`src/rtl/shift_reg_pkg.sv`:
```
// Package: shift_reg_pkg
// Purpose: Shared word width and word type for the parallel-load shift
//          register, its bus interface and any block that drives or
//          observes it.
// Contents:
//   SR_WIDTH  - default register width in bits
//   sr_word_t - one register-wide word
package shift_reg_pkg;

  localparam int SR_WIDTH = 4;

  typedef logic [SR_WIDTH-1:0] sr_word_t;

endpackage : shift_reg_pkg

```
`src/rtl/modport_shift_reg.sv`:
```
// Module: modport_shift_reg
// Purpose: WIDTH-bit parallel-load shift register. On each rising clock edge
//          it clears (reset), loads a parallel word (load) or shifts one
//          position, filling the vacated end with FILL_BIT. The register is
//          driven straight out; with a right shift bit 0 is the serial bit.
// Parameters:
//   WIDTH      - register width in bits (>= 2)
//   SHIFT_LEFT - 0: shift toward bit 0, 1: shift toward the MSB
//   FILL_BIT   - value shifted into the vacated end
// Ports:
//   clk              - clock, all state changes on posedge
//   reset            - synchronous active-high clear, beats load
//   load             - 1: capture parallel_data_in, 0: shift
//   parallel_data_in - parallel load word
//   serial_data_out  - current register contents (registered output)
module modport_shift_reg
  import shift_reg_pkg::*;
#(
  parameter int   WIDTH      = SR_WIDTH,
  parameter int   SHIFT_LEFT = 0,
  parameter logic FILL_BIT   = 1'b0
) (
  input  logic             clk,
  input  logic             reset,
  input  logic             load,
  input  logic [WIDTH-1:0] parallel_data_in,
  output logic [WIDTH-1:0] serial_data_out
);

  logic [WIDTH-1:0] sr_reg;
  logic [WIDTH-1:0] shift_next;

  // Direction is fixed at elaboration, so only one shifter is built.
  // There is no rotate: once WIDTH shifts have happened the register is
  // all FILL_BIT and stays there until the next load.
  generate
    if (SHIFT_LEFT != 0) begin : g_shift_left
      assign shift_next = {sr_reg[WIDTH-2:0], FILL_BIT};
    end else begin : g_shift_right
      assign shift_next = {FILL_BIT, sr_reg[WIDTH-1:1]};
    end
  endgenerate

  // Priority reset > load > shift. There is no hold state: with load low the
  // register moves every cycle.
  always_ff @(posedge clk) begin
    if (reset) begin
      sr_reg <= '0;
    end else if (load) begin
      sr_reg <= parallel_data_in;
    end else begin
      sr_reg <= shift_next;
    end
  end

  // Output comes straight from the flops, so there is no input-to-output
  // combinational path.
  assign serial_data_out = sr_reg;

endmodule : modport_shift_reg

```
`config.mk`:
```
export PLATFORM = sky130hd
export DESIGN_NAME = modport_shift_reg
export DESIGN_NICKNAME = d
export VERILOG_FILES = /design/src/rtl/shift_reg_pkg.sv /design/src/rtl/modport_shift_reg.sv
export SDC_FILE = /design/constraint.sdc
export NUM_CORES = 1
export LEC_CHECK = 0
export ABC_AREA = 1
export CAP_MARGIN = 40
export CORE_AREA = 4 4 41 43
export DETAILED_ROUTE_END_ITERATION = 10
export DIE_AREA = 0 0 45 47
export DONT_BUFFER_PORTS = 1
export GPL_TIMING_DRIVEN = 0
export HOLD_SLACK_MARGIN = 0.05
export PLACE_DENSITY_LB_ADDON = 0.05
export RECOVER_POWER = 100
export SLEW_MARGIN = 10
export SYNTH_ARGS = -nofsm -noshare
export SYNTH_HDL_FRONTEND = slang
export SYNTH_SLANG_ARGS = --single-unit
export TNS_END_PERCENT = 10
```
`constraint.sdc`:
```
create_clock -name clk -period 0.8 [get_ports clk]
set_input_delay 0.08 -clock clk [delete_from_list [all_inputs] [get_ports clk]]
set_output_delay 0.08 -clock clk [all_outputs]
set_load 0.05 [all_outputs]
```
After elaboration in Yosys (flattened, before gate mapping) --
Index checks and enable logic that the tools add are counted.
Storage, ports and cells: bits in registers 4, output and inout port bits 4, word-level logic and storage cells 5
Cells by class: mux-type cells 1, bitwise logic cells 1, reduce and logical (&&, ||, !) cells 1
Operator list (count):
- $mux 3 | 1
- $reduce_or 2->1 | 1
- $not 1->1 | 1

Longest topological paths before layout --
depth after elaboration 2, depth in mapped cells 4

Worst setup path before layout --
Ideal clock, no wire load.
kind reg-to-reg, start point register sr_reg[2], in the netlist serial_data_out[2], end point register sr_reg[1], in the netlist serial_data_out[1], arrival 0.794 ns, path slack -0.058 ns, stages on the path, launching flop included 3, path buffers 0, cells stage by stage dfxtp_1 > nor2_1 > nor2_1
On the way: word-level cells in the longest chain between the ends 1
RTL lines:
- start: declaration | line modport_shift_reg.sv:30 | logic [WIDTH-1:0] sr_reg;
- start signal: assignment | line modport_shift_reg.sv:50 | sr_reg <= parallel_data_in;
- start signal: assignment | line modport_shift_reg.sv:52 | sr_reg <= shift_next;
- $mux 3 | line modport_shift_reg.sv:49 | end else if (load) begin
Every way passes these cells. A chain may end at the register's enable or synchronous reset.

Worst setup path after layout --
start point register sr_reg[1], in the netlist serial_data_out[1], end point output port serial_data_out[1]
RTL lines:
- end: declaration | line modport_shift_reg.sv:27 | output logic [WIDTH-1:0] serial_data_out
No word-level cell between the ends.

==> results.yml <==
min_path:
  min_from: "load"
  holdPathEnd: "serial_data_out[1]"
  min_path_cells: 3
  hp-class: "input port to flip-flop"
sta:
  holdWs_ns: 0.317
  worst_slew_pin_slew_ns: 0.226
  slew_headroom_pct: 84.9
  rsz0062_at_grt: "false"
  fmax_mhz: 1350
  setup_viol: 0
  hold_violations: 0
  skew_ns: 0.00130
  final-max-slew-violation-count: 0
  min_period_over_period_pct: 92.3
  fin_crit_ns: 0.738
  fin_setup_tns_ns: 0
critical_path:
  worst-setup-path-type: "flip-flop to primary output"
  rr_startpoint: "serial_data_out[2]"
  worst-endpoint-required_ns: 0.72
  crit_fanout: 2
  reg2reg_to: "serial_data_out[1]"
  start_kind: "flip-flop"
  worstSetupEndpointType: "primary output"
  setup.worst_path.start: "serial_data_out[1]"
  rrSetupSlack_ns: 0.14
  reg2reg_depth: 2
  crit_arrival_ns: 0.66
clock_network:
  htreeDepth: 1
  path_clk_slew_ns: 0.04
  insertion_delay_ns: 0.23
  cts_inserted_buffers: 3
  root_buffer: "clkbuf_4"
  clock_sink_count: 4
  clk_path_buf_depth: 2
  cts_tree: "yes"
  cts_setup_buffers: 0
final_layout:
  largest_reg_flops: 4
  final_core_util_pct: 20.5
  antenna_cells: 0
  syn_to_final_growth_pct: 80.5
  nFillCells: 157
  drive_above_1_share_pct: 22.6
  nets: 40
yosys:
  avgSynthCellArea_um2: 6.71
  syn_inst: 22
  synth.area.top_cells: "dfxtp_1 (54%), nand2_1 (18%), nor2_1 (18%), inv_1 (10%)"
  yosys.area.top_type: "dfxtp_1"
  yosysSeqAreaShare_pct: 54.2
  syn_area_um2: 148
  synth_cell_types: 4
  syn_nets: 29
  yosysTopAreaCellShare_pct: 54.2
  ys_ff_latch: 4
  yosys_warnings: 0
power:
  leakage_nw: 0.136
  seq_power_share_pct: 47.0
  pwr-share-clk_pct: 43.8
  power.density_nw_per_um2: 2060
  p_int_mw: 0.407
  p_total_mw: 0.549
  p_sw_mw: 0.142
  swShare_pct: 25.9
  pwr-share-comb_pct: 9.2
  vdd.ir_drop.worst_v: 0.000706
placed_design:
  dpl.hpwl_um: 283
  numPortBuffers: 0
  gp_congestion: 0.546
floorplanning:
  core_area_um2: 1300
  io_pins: 11
  initial_core_util_pct: 11.3
  dieHeight_um: 47
  die_w_um: 45
  num_rows: 13
  dieArea_um2: 2120
grt:
  antenna_found_initial: 0
  grt_pass1_vias: 143
  grt_use_total_pct: 4.50
  grt_max_degree: 7
  grt.overflow.total: 0
  grt_pass1_wl_um: 572
detailed_routing:
  drc_errors: 0
  vias: 163
  drtPass1Iterations: 2
  drt_iter0_drc: 4
  avgRoutedWirePerCell_um: 7.61
  ant_nets: 0
  routed_wl_um: 350
  avgViaCountPerCell: 3.54
run_status:
  status: "finished, final reports clean"
job:
  cap_violations: 0
## repair_timing
item	in CTS	in global routing
endpoints found under the setup margin	6	5
hold buffers	6	0
hold endpoints to repair	4	0
gates resized for setup	5	3
## layout make-up
type | instances | area, um^2 | area share [%]
Clock buffer | 3 | 22.5 | 8.45
Multi-Input combinational cell | 14 | 52.6 | 19.7
Sequential cell | 4 | 95.1 | 35.7
Tap cell | 15 | 18.8 | 7.04
Inverter | 4 | 15.0 | 5.63
Timing Repair Buffer | 6 | 62.6 | 23.5
## per-stage QoR
stage                     cell area (um^2)  std cells  setup slack (ns)
after floorplan                        149         22           -0.0404
after global placement                 168         37           -0.0846
after detailed placement               168         37           -0.0741
after CTS                              259         46          0.000299
after global routing                   267         46            0.0326
final                                  267         46            0.0618
## layer usage
layer	routed length (um)	vias to the layer above	track usage, %
met5	0	-	0
met3	66	0	6.13
met1	137	69	3.64
met2	146	11	5.37
met4	0	0	3.51
li1	-	83	-
## synthesized netlist by cell type
cell type	instances
dfxtp_1	4
nand2_1	7
nor2_1	7
inv_1	4
## power groups by stage
stage	combinational (mW)	clock, mW	sequential, mW
finish	0.0508	0.241	0.258
global route	0.0595	0.277	0.260
CTS	0.0517	0.253	0.262
detailed placement	0.0242	0	0.266
global placement	0.0247	0	0.266
floorplan	0.0211	0	0.264
## cells by family (layout without fill, tap and decap cells)
family	count (synthesis)	after routing	synth area share (%)
AND/OR/NAND/NOR	14	14	35.6
flip-flops	4	4	54.2
buffers and inverters	4	13	10.2
## how the worst max path moves through the flow
stage	slack [ns]	cells past startpoint	end
CTS	0.0003	0	serial_data_out[3]
floorplan	-0.04	2	serial_data_out[2]
finish	0.06	0	serial_data_out[1]
global route	0.03	0	serial_data_out[1]
global placement	-0.08	2	serial_data_out[2]
detailed placement	-0.07	2	serial_data_out[0]
## cells in the final DEF, fill, tap and decap left out, drive strengths merged
master / n
dlymetal6s4s: 1
dlygate4sd3: 5
nor2: 7
clkbuf: 3
nand2: 7
inv: 4
dfxtp: 4
Note: power is estimated with default switching activity, not from simulation.
==> variant, RTL diff (same settings) <==
Make the reset (`reset`) asynchronous in one clocked block.
--- a/src/rtl/modport_shift_reg.sv
+++ b/src/rtl/modport_shift_reg.sv
@@ -44,5 +44,5 @@
   // Priority reset > load > shift. There is no hold state: with load low the
   // register moves every cycle.
-  always_ff @(posedge clk) begin
+  always_ff @(posedge clk or posedge reset) begin
     if (reset) begin
       sr_reg <= '0;
Formal check against the unedited RTL: differs if reset is asserted again (counterexample within 4 cycles, from zero or initial values and one cycle with reset high); with reset held inactive, the same outputs for 10 cycles.
==> variant against the original RTL <==
  * The run now ends with setup timing left
  * Sequential cell count unchanged
  * Total power grew 6.6%
  * Critical path type unchanged
  * Utilization down 0.67 points
  * Register-to-register slack got worse by 0.11 ns
  * Die area is the same
  * Setup slack got worse by 0.096 ns
  * Critical endpoint is now serial_data_out[2]
  * Wire length grew 16%
  * Design area down 3.3%
  * Area after synthesis rose by 0.85%
  * Count of clock-buffer cells in the layout unchanged
  * Cell count down 11%
  * Synthesized cell count down 23%
==> variant: results (changes against the original RTL) <==
[outcome]
outcome=complete, but fails checks
violations=setup timing

[synthesis]
synthTopCellsByArea=dfrtp_1 67%, nand2_1 25%, inv_1 5.0%
yosysTopAreaCellShare_pct=67.23  ; +13 points
yosysSeqAreaShare_pct=67.23  ; +13 points
async_flop_share_pct=100.0  ; +100 points
synthTopCellsByCount=10 x nand2_1, 4 x dfrtp_1, 2 x inv_1
synthesis.nets=24  ; -17%
synth_flop_cell=dfrtp_1

[detailed_routing]
drt_wl_total_um=405  ; +16%
routed-via-count=135  ; -17%
wl_met2_um=174  ; +19%
drtIter0Drc=2  ; -2
routedLengthMet1_um=164  ; +20%
dr.pass1.iters=2  ; unchanged
top_layer=met3

[layout]
largest_reg_flops=4  ; unchanged
final_nets=35  ; -13%
drive_gt1_share_pct=30.77  ; +8.2 points
num-fill-cells=153  ; -2.5%

[pwr]
p_int_uw=416.1  ; +2.2%
leakagePower_nw=0.1381  ; +1.9%
ir_drop_v=0.0009329  ; +32%

[sta]
tightest_slew_ns=0.2743  ; +0.04782 ns
setup_ws_ns=-0.03415  ; -0.09593 ns
setup_viol=4  ; +4
clock_skew_ns=0.0002587  ; -0.001039 ns
finalSetupTns_ns=-0.1048  ; -0.1048 ns
holdWs_ns=0.1797  ; -0.1375 ns

[global_route]
grt_max_degree=6  ; -1
grt_first_pass_wirelength_um=648  ; +13%
grt_pass1_vias=150  ; +4.9%
grt_use_total_pct=4.909  ; +0.41 points

[worst_setup_path]
timing.rr.start=serial_data_out[2]
r2r.worst_path.cells=2  ; unchanged
arrival_ns=0.75  ; +0.09 ns
r2r_end=serial_data_out[1]
rrSetupSlack_ns=0.03  ; -0.11 ns

[placement]
placed_area_sq_um=167.7  ; unchanged
gp_congestion=0.5701  ; +4.5%
hpwl_um=306.6  ; +8.5%

[clock_network]
clock-root-buffer=clkbuf_4
cts.repair.resized=4  ; -1

[min_path]
worstHoldPathType=input port to asynchronous set/reset pin

variant: cell type report:
type,instances,area (sq um),share of cell area (%)
inverters,3,11.26,4.369
multi-input cells,10,37.54,14.56
repair buffers,6,62.56,24.27
clock buffers,3,22.52,8.738
well taps,15,18.77,7.282
flip-flops and latches,4,105.1,40.78
variant: routing by layer:
layer	track usage, %	vias to the layer above
li1	-	68
met3	7.280	0
met1	4.805	58
met2	6.215	9
met5	0	-
met4	0	0
variant: worst max path at each step:
stage | start | to | cells after the start
4_1_cts | serial_data_out[2] | serial_data_out[2] | 0
3_5_place_dp | serial_data_out[2] | serial_data_out[1] | 2
3_3_place_gp | serial_data_out[2] | serial_data_out[1] | 2
6_report | serial_data_out[2] | serial_data_out[2] | 0
2_1_floorplan | serial_data_out[1] | serial_data_out[0] | 2
5_1_grt | serial_data_out[1] | serial_data_out[1] | 0
variant: cell families after synthesis:
family                 Yosys count  share of synthesized area [%]
and+or+nand+nor                 10                          25.21
DFF                              4                          67.23
buffers and inverters            3                          7.562
variant: power by group through the flow:
| stage | clock network (mW) | registers (mW) | logic (mW) |
|---|---|---|---|
| after global routing | 0.288 | 0.286 | 0.0569 |
| after global placement | 0 | 0.284 | 0.0216 |
| after detailed placement | 0 | 0.285 | 0.0220 |
| after CTS | 0.269 | 0.285 | 0.0491 |
| after floorplan | 0 | 0.281 | 0.0178 |
| final | 0.253 | 0.284 | 0.0483 |
variant: stage by stage:
| step | instances | setup WS (ns) |
|---|---|---|
| after global placement | 32 | -0.08408 |
| final | 41 | -0.03415 |
| after floorplan | 17 | -0.03246 |
| after CTS | 41 | -0.04718 |
| after global routing | 41 | -0.06036 |
| after detailed placement | 32 | -0.08385 |
